`src/rtl/dmem_port_arbiter_if.sv`:
```
// dmem_port_arbiter_if: I-side, D-side and memory-bus signals of the data-memory port arbiter.
// The slave modport is the arbiter's view; master is the requesters/bus view.
interface dmem_port_arbiter_if;
  logic        i_i_valid, o_i_ready, o_i_rvalid, o_i_error;
  logic [31:0] i_i_addr, o_i_rdata;
  logic        i_d_valid, o_d_ready, i_d_wr_en, o_d_rvalid, o_d_error;
  logic [31:0] i_d_addr, i_d_wdata, o_d_rdata;
  logic [3:0]  i_d_sel;
  logic        o_m_valid, i_m_ready, o_m_wr_en, i_m_rvalid, i_m_error;
  logic [31:0] o_m_addr, o_m_wdata, i_m_rdata;
  logic [3:0]  o_m_sel;
  modport slave (
    input  i_i_valid, i_i_addr, i_d_valid, i_d_addr, i_d_wr_en, i_d_sel, i_d_wdata,
           i_m_ready, i_m_rvalid, i_m_rdata, i_m_error,
    output o_i_ready, o_i_rvalid, o_i_rdata, o_i_error, o_d_ready, o_d_rvalid, o_d_rdata, o_d_error,
           o_m_valid, o_m_addr, o_m_wr_en, o_m_sel, o_m_wdata
  );
  modport master (
    output i_i_valid, i_i_addr, i_d_valid, i_d_addr, i_d_wr_en, i_d_sel, i_d_wdata,
           i_m_ready, i_m_rvalid, i_m_rdata, i_m_error,
    input  o_i_ready, o_i_rvalid, o_i_rdata, o_i_error, o_d_ready, o_d_rvalid, o_d_rdata, o_d_error,
           o_m_valid, o_m_addr, o_m_wr_en, o_m_sel, o_m_wdata
  );
endinterface

```
`src/rtl/dmem_port_arbiter.sv`:
```
// dmem_port_arbiter: shares one data-memory bus between I-fetch and D load/store, one transaction in flight.
// Define ARB_TIMEOUT_EN to abort ISSUE/WAIT after TIMEOUT_CYCLES with an error response.
module dmem_port_arbiter #(
  parameter int STARVE_LIMIT   = 4,
  parameter int TIMEOUT_CYCLES = 64
) (
  input logic clk,
  input logic rst_n,
  dmem_port_arbiter_if.slave p
);
  typedef enum logic [1:0] {IDLE, ISSUE, WAIT} state_t;
  state_t      state_q, state_d;
  logic        own_d_q;
  logic [3:0]  starve_q, starve_d;
  logic [31:0] addr_q, wdata_q, i_rdata_q, d_rdata_q, rsp_data;
  logic [3:0]  sel_q;
  logic        wr_q, i_rvalid_q, i_error_q, d_rvalid_q, d_error_q;
  logic        grant_d, grant_i, resp, abort, done, rsp_err;
`ifdef ARB_TIMEOUT_EN
  logic [7:0] tmo_q;
  always_ff @(posedge clk or negedge rst_n)
    if (!rst_n) tmo_q <= '0;
    else tmo_q <= grant_d || grant_i ? 8'd0 : state_q != IDLE ? tmo_q + 8'd1 : tmo_q;
  assign abort = state_q != IDLE && tmo_q == 8'(TIMEOUT_CYCLES - 1);
`else
  assign abort = 1'b0;
`endif
  always_comb begin
    grant_d  = state_q == IDLE && p.i_d_valid && !(p.i_i_valid && starve_q == 4'(STARVE_LIMIT));
    grant_i  = state_q == IDLE && p.i_i_valid && !grant_d;
    resp     = state_q == WAIT && p.i_m_rvalid;
    done     = resp || abort;
    rsp_data = resp && !wr_q ? p.i_m_rdata : '0;
    rsp_err  = resp ? p.i_m_error : 1'b1;
    state_d  = done ? IDLE : grant_d || grant_i ? ISSUE : state_q == ISSUE && p.i_m_ready ? WAIT : state_q;
    starve_d = grant_i || (grant_d && !p.i_i_valid) ? 4'd0 : grant_d ? starve_q + 4'd1 : starve_q;
  end
  always_ff @(posedge clk or negedge rst_n)
    if (!rst_n) begin
      state_q    <= IDLE;
      own_d_q    <= 1'b0;
      starve_q   <= '0;
      addr_q     <= '0;
      wdata_q    <= '0;
      sel_q      <= '0;
      wr_q       <= 1'b0;
      i_rvalid_q <= 1'b0;
      i_rdata_q  <= '0;
      i_error_q  <= 1'b0;
      d_rvalid_q <= 1'b0;
      d_rdata_q  <= '0;
      d_error_q  <= 1'b0;
    end else begin
      state_q    <= state_d;
      starve_q   <= starve_d;
      i_rvalid_q <= done && !own_d_q;
      d_rvalid_q <= done && own_d_q;
      if (grant_d || grant_i) begin
        own_d_q <= grant_d;
        addr_q  <= grant_d ? p.i_d_addr : p.i_i_addr;
        wr_q    <= grant_d && p.i_d_wr_en;
        sel_q   <= grant_d ? p.i_d_sel : 4'hF;
        wdata_q <= grant_d ? p.i_d_wdata : '0;
      end
      if (done && !own_d_q) begin
        i_rdata_q <= rsp_data;
        i_error_q <= rsp_err;
      end
      if (done && own_d_q) begin
        d_rdata_q <= rsp_data;
        d_error_q <= rsp_err;
      end
    end
  assign p.o_d_ready  = grant_d;
  assign p.o_i_ready  = grant_i;
  assign p.o_m_valid  = state_q == ISSUE;
  assign p.o_m_addr   = state_q == ISSUE ? addr_q : '0;
  assign p.o_m_wr_en  = state_q == ISSUE && wr_q;
  assign p.o_m_sel    = state_q == ISSUE ? sel_q : '0;
  assign p.o_m_wdata  = state_q == ISSUE ? wdata_q : '0;
  assign p.o_i_rvalid = i_rvalid_q;
  assign p.o_i_rdata  = i_rdata_q;
  assign p.o_i_error  = i_error_q;
  assign p.o_d_rvalid = d_rvalid_q;
  assign p.o_d_rdata  = d_rdata_q;
  assign p.o_d_error  = d_error_q;
  // Bus responses outside WAIT are protocol violations and are dropped by the FSM.
  a_rvalid_in_wait: assert property (@(posedge clk) disable iff (!rst_n) p.i_m_rvalid |-> state_q == WAIT);
  a_params: assert property (@(posedge clk) STARVE_LIMIT inside {[1:15]} && TIMEOUT_CYCLES inside {[1:255]});
endmodule

```
`src/flat_wrapper.sv`:
```
// flat-port wrapper written by rule: the top's interface ports become plain ports
module dmem_port_arbiter_flat 
#(
  parameter int STARVE_LIMIT   = 4,
  parameter int TIMEOUT_CYCLES = 64
)
  (clk, rst_n, p_i_i_valid, p_i_i_addr, p_i_d_valid, p_i_d_addr, p_i_d_wr_en, p_i_d_sel, p_i_d_wdata, p_i_m_ready, p_i_m_rvalid, p_i_m_rdata, p_i_m_error, p_o_i_ready, p_o_i_rvalid, p_o_i_rdata, p_o_i_error, p_o_d_ready, p_o_d_rvalid, p_o_d_rdata, p_o_d_error, p_o_m_valid, p_o_m_addr, p_o_m_wr_en, p_o_m_sel, p_o_m_wdata);
  dmem_port_arbiter_if p_i ();
  input logic clk;
  input logic rst_n;
  input wire logic [$bits(p_i.i_i_valid)-1:0] p_i_i_valid;
  input wire logic [$bits(p_i.i_i_addr)-1:0] p_i_i_addr;
  input wire logic [$bits(p_i.i_d_valid)-1:0] p_i_d_valid;
  input wire logic [$bits(p_i.i_d_addr)-1:0] p_i_d_addr;
  input wire logic [$bits(p_i.i_d_wr_en)-1:0] p_i_d_wr_en;
  input wire logic [$bits(p_i.i_d_sel)-1:0] p_i_d_sel;
  input wire logic [$bits(p_i.i_d_wdata)-1:0] p_i_d_wdata;
  input wire logic [$bits(p_i.i_m_ready)-1:0] p_i_m_ready;
  input wire logic [$bits(p_i.i_m_rvalid)-1:0] p_i_m_rvalid;
  input wire logic [$bits(p_i.i_m_rdata)-1:0] p_i_m_rdata;
  input wire logic [$bits(p_i.i_m_error)-1:0] p_i_m_error;
  output wire logic [$bits(p_i.o_i_ready)-1:0] p_o_i_ready;
  output wire logic [$bits(p_i.o_i_rvalid)-1:0] p_o_i_rvalid;
  output wire logic [$bits(p_i.o_i_rdata)-1:0] p_o_i_rdata;
  output wire logic [$bits(p_i.o_i_error)-1:0] p_o_i_error;
  output wire logic [$bits(p_i.o_d_ready)-1:0] p_o_d_ready;
  output wire logic [$bits(p_i.o_d_rvalid)-1:0] p_o_d_rvalid;
  output wire logic [$bits(p_i.o_d_rdata)-1:0] p_o_d_rdata;
  output wire logic [$bits(p_i.o_d_error)-1:0] p_o_d_error;
  output wire logic [$bits(p_i.o_m_valid)-1:0] p_o_m_valid;
  output wire logic [$bits(p_i.o_m_addr)-1:0] p_o_m_addr;
  output wire logic [$bits(p_i.o_m_wr_en)-1:0] p_o_m_wr_en;
  output wire logic [$bits(p_i.o_m_sel)-1:0] p_o_m_sel;
  output wire logic [$bits(p_i.o_m_wdata)-1:0] p_o_m_wdata;
  assign p_i.i_i_valid = p_i_i_valid;
  assign p_i.i_i_addr = p_i_i_addr;
  assign p_i.i_d_valid = p_i_d_valid;
  assign p_i.i_d_addr = p_i_d_addr;
  assign p_i.i_d_wr_en = p_i_d_wr_en;
  assign p_i.i_d_sel = p_i_d_sel;
  assign p_i.i_d_wdata = p_i_d_wdata;
  assign p_i.i_m_ready = p_i_m_ready;
  assign p_i.i_m_rvalid = p_i_m_rvalid;
  assign p_i.i_m_rdata = p_i_m_rdata;
  assign p_i.i_m_error = p_i_m_error;
  assign p_o_i_ready = p_i.o_i_ready;
  assign p_o_i_rvalid = p_i.o_i_rvalid;
  assign p_o_i_rdata = p_i.o_i_rdata;
  assign p_o_i_error = p_i.o_i_error;
  assign p_o_d_ready = p_i.o_d_ready;
  assign p_o_d_rvalid = p_i.o_d_rvalid;
  assign p_o_d_rdata = p_i.o_d_rdata;
  assign p_o_d_error = p_i.o_d_error;
  assign p_o_m_valid = p_i.o_m_valid;
  assign p_o_m_addr = p_i.o_m_addr;
  assign p_o_m_wr_en = p_i.o_m_wr_en;
  assign p_o_m_sel = p_i.o_m_sel;
  assign p_o_m_wdata = p_i.o_m_wdata;
  dmem_port_arbiter #(.STARVE_LIMIT(STARVE_LIMIT), .TIMEOUT_CYCLES(TIMEOUT_CYCLES)) u_core (.clk(clk), .rst_n(rst_n), .p(p_i));
endmodule
```
`config.mk`:
```
export PLATFORM = sky130hd
export DESIGN_NAME = dmem_port_arbiter_flat
export DESIGN_NICKNAME = d
export VERILOG_FILES = /design/src/rtl/dmem_port_arbiter_if.sv /design/src/rtl/dmem_port_arbiter.sv /design/src/flat_wrapper.sv
export SDC_FILE = /design/constraint.sdc
export NUM_CORES = 1
export LEC_CHECK = 0
export ABC_AREA = 0
export CORE_MARGIN = 8
export CORE_UTILIZATION = 43
export CTS_CLUSTER_DIAMETER = 50
export CTS_CLUSTER_SIZE = 30
export DETAILED_ROUTE_END_ITERATION = 16
export PLACE_DENSITY = 0.81
export REMOVE_ABC_BUFFERS = 1
export SLEW_MARGIN = 20
export SYNTH_ARGS = -nofsm -noshare
export SYNTH_HDL_FRONTEND = slang
export SYNTH_SLANG_ARGS = --single-unit
```
`constraint.sdc`:
```
create_clock -name clk -period 3.02 [get_ports clk]
set_clock_uncertainty 0.2 [all_clocks]
set_input_delay 0.906 -clock clk [delete_from_list [all_inputs] [get_ports clk]]
set_output_delay 0.906 -clock clk [all_outputs]
set_load 0.01 [all_outputs]
```
**After elaboration in Yosys (flattened, before gate mapping)**

Index checks and enable logic that the tools add are counted.

- Input port bits: 140
- Bits in registers: 144
- Logic and storage cells: 53
- Output and inout port bits: 140

- $add $sub $neg: 1
- Reduce and logical (&&, ||, !) cells: 23
- Muxes and demuxes: 13
- Equality and inequality tests: 3

Operators with widths:

| cell | count |
|---|---|
| $mux 32 | 5 |
| $mux 4 | 4 |
| $logic_and 1x1->1 | 13 |
| $mux 2 | 3 |
| $logic_not 1->1 | 5 |
| $add 4x1->4 const B | 1 |
| $eq 4x3->1 const B | 1 |
| $reduce_bool 3->1 | 1 |
| $eq 2x1->1 const B | 1 |
| $eq 2x2->1 const B | 1 |
| $logic_not 2->1 | 1 |
| $logic_or 1x1->1 | 2 |
| $reduce_bool 2->1 | 1 |
| $mux 1 | 1 |

**Longest topological paths before layout**

- Depth after elaboration: 9
- Mapped depth: 7
- Mapped depth without buffers: 6

**Least setup slack after synthesis**

Ideal clock, no wire load.

- Kind: input-to-output
- From: input port p_i_i_valid
- To: output port p_o_i_ready
- Slack: 0.101 ns
- Stages: 6
- Data required time: 1.914 ns
- Arrival: 1.813 ns
- Path buffers: 2
- Cells stage by stage: buf_2 > nand2_1 > o21ai_2 > inv_2 > buf_2 > nor2_1

- Word-level cells in the longest chain between the ends: 5
- Elaborated cells on any way between the ends: 6
- Classes of those cells: 6 x reduce/logical

Ends and longest elaborated chain:

| item | line | RTL |
|---|---|---|
| from (decl) | flat_wrapper.sv:11 | `input wire logic [$bits(p_i.i_i_valid)-1:0] p_i_i_valid;` |
| $logic_and 1x1->1 | dmem_port_arbiter.sv:29 | `grant_d = state_q == IDLE && p.i_d_valid && !(p.i_i_valid && starve_q == 4'(STARVE_LIMIT));` |
| $logic_not 1->1 | dmem_port_arbiter.sv:29 |  |
| $logic_and 1x1->1 | dmem_port_arbiter.sv:29 |  |
| net p_o_d_ready | flat_wrapper.sv:26 | `output wire logic [$bits(p_i.o_d_ready)-1:0] p_o_d_ready;` |
| $logic_not 1->1 | dmem_port_arbiter.sv:30 | `grant_i = state_q == IDLE && p.i_i_valid && !grant_d;` |
| $logic_and 1x1->1 | dmem_port_arbiter.sv:30 |  |
| to (decl) | flat_wrapper.sv:22 | `output wire logic [$bits(p_i.o_i_ready)-1:0] p_o_i_ready;` |

The timed path passes the listed nets, and every way through them passes these cells.

**Final worst setup path**

- From: register u_core.state_q[0]
- To: output port p_o_m_valid

- Word-level cells in the longest chain between the ends: 1

Ends and longest elaborated chain:

| item | line | RTL |
|---|---|---|
| from (decl) | dmem_port_arbiter.sv:12 | `state_t state_q, state_d;` |
| from (signal assigned) | dmem_port_arbiter.sv:54 | `state_q <= state_d;` |
| $eq 2x1->1 | dmem_port_arbiter.sv:76 | `assign p.o_m_valid = state_q == ISSUE;` |
| to (decl) | flat_wrapper.sv:30 | `output wire logic [$bits(p_i.o_m_valid)-1:0] p_o_m_valid;` |

Every way passes these cells.

==> results by group <==
CTS
  • Later-pin clock latency in the skew report: 0.41 ns
  • Worst-path clk slew: 0.06 ns
  • TritonCTS clock tree: built
  • Post-cts hold buffer count: 0
  • Clock tree buffer depth: 2
  • Total CTS buffers: 17
  • Clk root buf: clkbuf_16
  • Htree depth: 4
  • Clock tree sinks: ~140

Setup path
  • Startpoint Class: register
  • Worst EP arrival: roughly 1.8 ns
  • Worst EP required: 1.91 ns
  • Largest fanout on the critical path: 39
  • Crit Path Class: register to primary output
  • Critical Path End Type: primary output

STA
  • Slew Limit Fails: 0
  • Max transition margin: roughly 58%
  • Fmax: 349 MHz
  • Endpoints failing setup: 0
  • WHS: 0.239 ns
  • Hold Vio Cnt, Final: 0
  • RSZ-0062 raised after global routing: false
  • Slew of the pin with the lowest slew margin: 0.633 ns
  • Crit path time final: 2.87 ns
  • Period utilization: between 90% and 100%
  • Setup WS post-layout: 0.153 ns

Synthesis
  • Synth warn: 0
  • Flops & latches, synth: 144
  • Largest area contributor in the netlist: dfrtp_1
  • Cell area after synthesis: 6450 µm²
  • Synth area leaders: dfrtp_1 56%, and2_1 6.7%, mux2_2 6.3%
  • Share of the synthesized area in the top cell type: 55.9%
  • Post-synth cell types: 33
  • Post-Synthesis Cells: 554
  • Async SR Flop Fraction: between 90% and 100%
  • Mean Syn Cell Area: roughly 12 µm²
  • Post-synth top cells: 144 x dfrtp_1, 69 x and2_1, 68 x nand2_1
  • Count leader, synth: dfrtp_1
  • Top_reg_cell synth: dfrtp_1
  • EDFF count, synth: 0
  • Sequential area share after synthesis: 55.9%

Global route
  • First-pass GRT wire length: 31.4 mm
  • Antenna violations before repair: 1
  • Total grt overflow: 0
  • Number of global-route vias before repair: 5707
  • All-layer global routing usage: about a fifth
  • Largest net degree at the start of global routing: 67

Place
  • Cell Area, Placed: 9520 µm²
  • Detailed placement HPWL: 14.5 mm
  • Dpl ws: -0.515 ns
  • GPL Wtd Cong: 0.820
  • IO buf count: 279

Drt
  • Routed WL: 19.7 mm
  • Vias per cell: approximately 5
  • Antenna Violating Nets Remaining: 0
  • DR WL/cell: about 19 µm
  • Residual DRC: 0
  • Iteration-0 DRC Markers: between 100 and 150
  • Vias: 5239
  • DRT Pass-1 Iters: 4

Power
  • Combinational group share of total power: approximately 46%
  • Switching Share: 32.6%
  • Internal power: between 0.006 and 0.007 W
  • Max IR drop VDD: approximately 0.54 mV
  • Switch Pwr: about 0.0031 W
  • Pleak: 5.07 nW
  • Clock Power Share: a little over a fifth
  • PwrDens: 954 nW/µm²
  • Part of the power in registers: 33.1%

Floorplanning
  • Initial Utilization: 44.2%
  • Core ar.: 14600 µm²
  • Die area: 19200 µm²
  • Die extent in x: ~140 µm
  • Io pins: 280
  • Die height: 138 µm
  • Rows: 44

Cells and area
  • Fin nets: between 900 and 1000
  • Layout area overhead: 57.0%
  • Final Instance Area: 10100 µm²
  • Fill cell instance count of the final layout: 1041
  • Util after Layout: 69.4%
  • Share of layout cells above drive strength 1: 14.8%

Run status
  • Status: completed

Job
  • Max_cap viols: 0

Worst hold path
  • HP Class: input port to asynchronous set/reset pin
layer usage:
layer  vias up  share of wire [%]  track usage [%]
li1       2450                  -                -
met1      2557                 39             23.5
met2       216                 48             32.7
met3        16                 11             9.55
met4         0                1.2             6.01
met5         -                  0             1.57
worst max-delay path, cell delays in order, from the launching register on:
cell and delay, ns:
dfrtp_1 0.35, inv_1 0.09, nor2_4 0.15, buf_12 0.19
clkdlybuf4s50_1 0.55
worst paths after layout:
check	from	end	slack, ns	depth (start not counted)
hold reg to reg	u_core.p.o_i_rdata[2]$_DFFE_PN0P_	u_core.p.o_i_rdata[2]$_DFFE_PN0P_	0.28	2
hold / removal	rst_n	u_core.p.o_d_rdata[4]$_DFFE_PN0P_	0.24	1
setup / recovery	u_core.state_q[0]$_DFFE_PN0P_	p_o_m_valid	0.15	4
setup reg to reg	u_core.starve_q[0]$_DFFE_PN0P_	u_core.addr_q[3]$_DFFE_PN0P_	0.78	6
min in group clk	u_core.p.o_i_rdata[2]$_DFFE_PN0P_	u_core.p.o_i_rdata[2]$_DFFE_PN0P_	0.28	2
max in group asynchronous	rst_n	u_core.addr_q[0]$_DFFE_PN0P_	1.69	2
cell type report:
type                       instances  area, µm²  share of cell area, %
sequential                       144       3600                   35.6
antenna                            1       2.50                 0.0247
multi-input combinational        364       2620                   25.9
clock buffer                      21        460                   4.55
clock inverter                    10        111                   1.10
inverter                           7       26.3                  0.260
tap                              184        230                   2.27
timing repair buffer             303       3070                   30.3
through the flow:
stage	cells	power, W	setup TNS, ns
finish	1034	0.00965	0
global route	1034	0.0102	0
CTS	1033	0.00980	0
detailed placement	1000	0.00784	-1.02
global placement	1000	0.00767	-1.04
floorplan	515	0.00538	-59.10
cells in the final DEF, fill, tap and decap left out, types with 2 or more instances in the layout:
master             n
ha_1               2
nor2_1             2
mux2_1             5
clkbuf_1           2
nor2b_1            2
mux2_2            36
clkinvlp_4         3
mux2_4            25
o22a_1             4
dlymetal6s2s_1    27
nand2b_1          33
a22o_1            33
buf_4             17
clkbuf_8           2
buf_6              2
clkinv_2           4
a21oi_1            2
inv_1              6
nand2_1           67
dfrtp_1          143
clkdlybuf4s50_1  205
dlygate4sd2_1     44
buf_12             7
o21ai_1            5
o21ai_0           61
and2_1            69
o2111ai_1          2
bufinv_16          2
clkbuf_16         17
nor3b_4            2
power by group through the flow:
stage	Sequential (W)	Clock, W	Combinational, W
finish	0.00319	0.00202	0.00444
detailed placement	0.00323	0	0.00462
CTS	0.00319	0.00206	0.00455
global route	0.00329	0.00214	0.00481
global placement	0.00318	0	0.00449
floorplan	0.00333	0	0.00205
logic make-up (layout without fill, tap and decap cells):
family                   Yosys count  count (layout)  share of synthesized area [%]
AND/OR/NAND/NOR                  181             181                           15.3
buffers and inverters             46             341                           3.96
AO/OA/AOI/OAI                    115             115                           11.5
multiplexers                      66              66                           13.0
flip-flops                       144             144                           55.9
other                              0               1                              0
adder cells (fa/ha/maj)            2               2                          0.388
sequential cells by signal, summed over array words and instances (netlist names):
name                 flops
u_core.addr_q           32
u_core.own_d_q           1
u_core.p.o_d_error       1
u_core.p.o_d_rdata      32
u_core.p.o_d_rvalid      1
u_core.p.o_i_error       1
u_core.p.o_i_rdata      32
u_core.p.o_i_rvalid      1
u_core.sel_q             4
u_core.starve_q          4
u_core.state_q           2
u_core.wdata_q          32
u_core.wr_q              1
timing repair:
| action | 4_1_cts | 5_1_grt |
|---|---|---|
| hold endpoints to repair | 0 | 0 |
| endpoints found under the setup margin | 72 | 27 |
| gates resized for setup | 55 | 27 |
| buffers inserted | 2 | 0 |
| pin swaps | 1 | 0 |
Note: power is estimated with default switching activity, not from simulation.
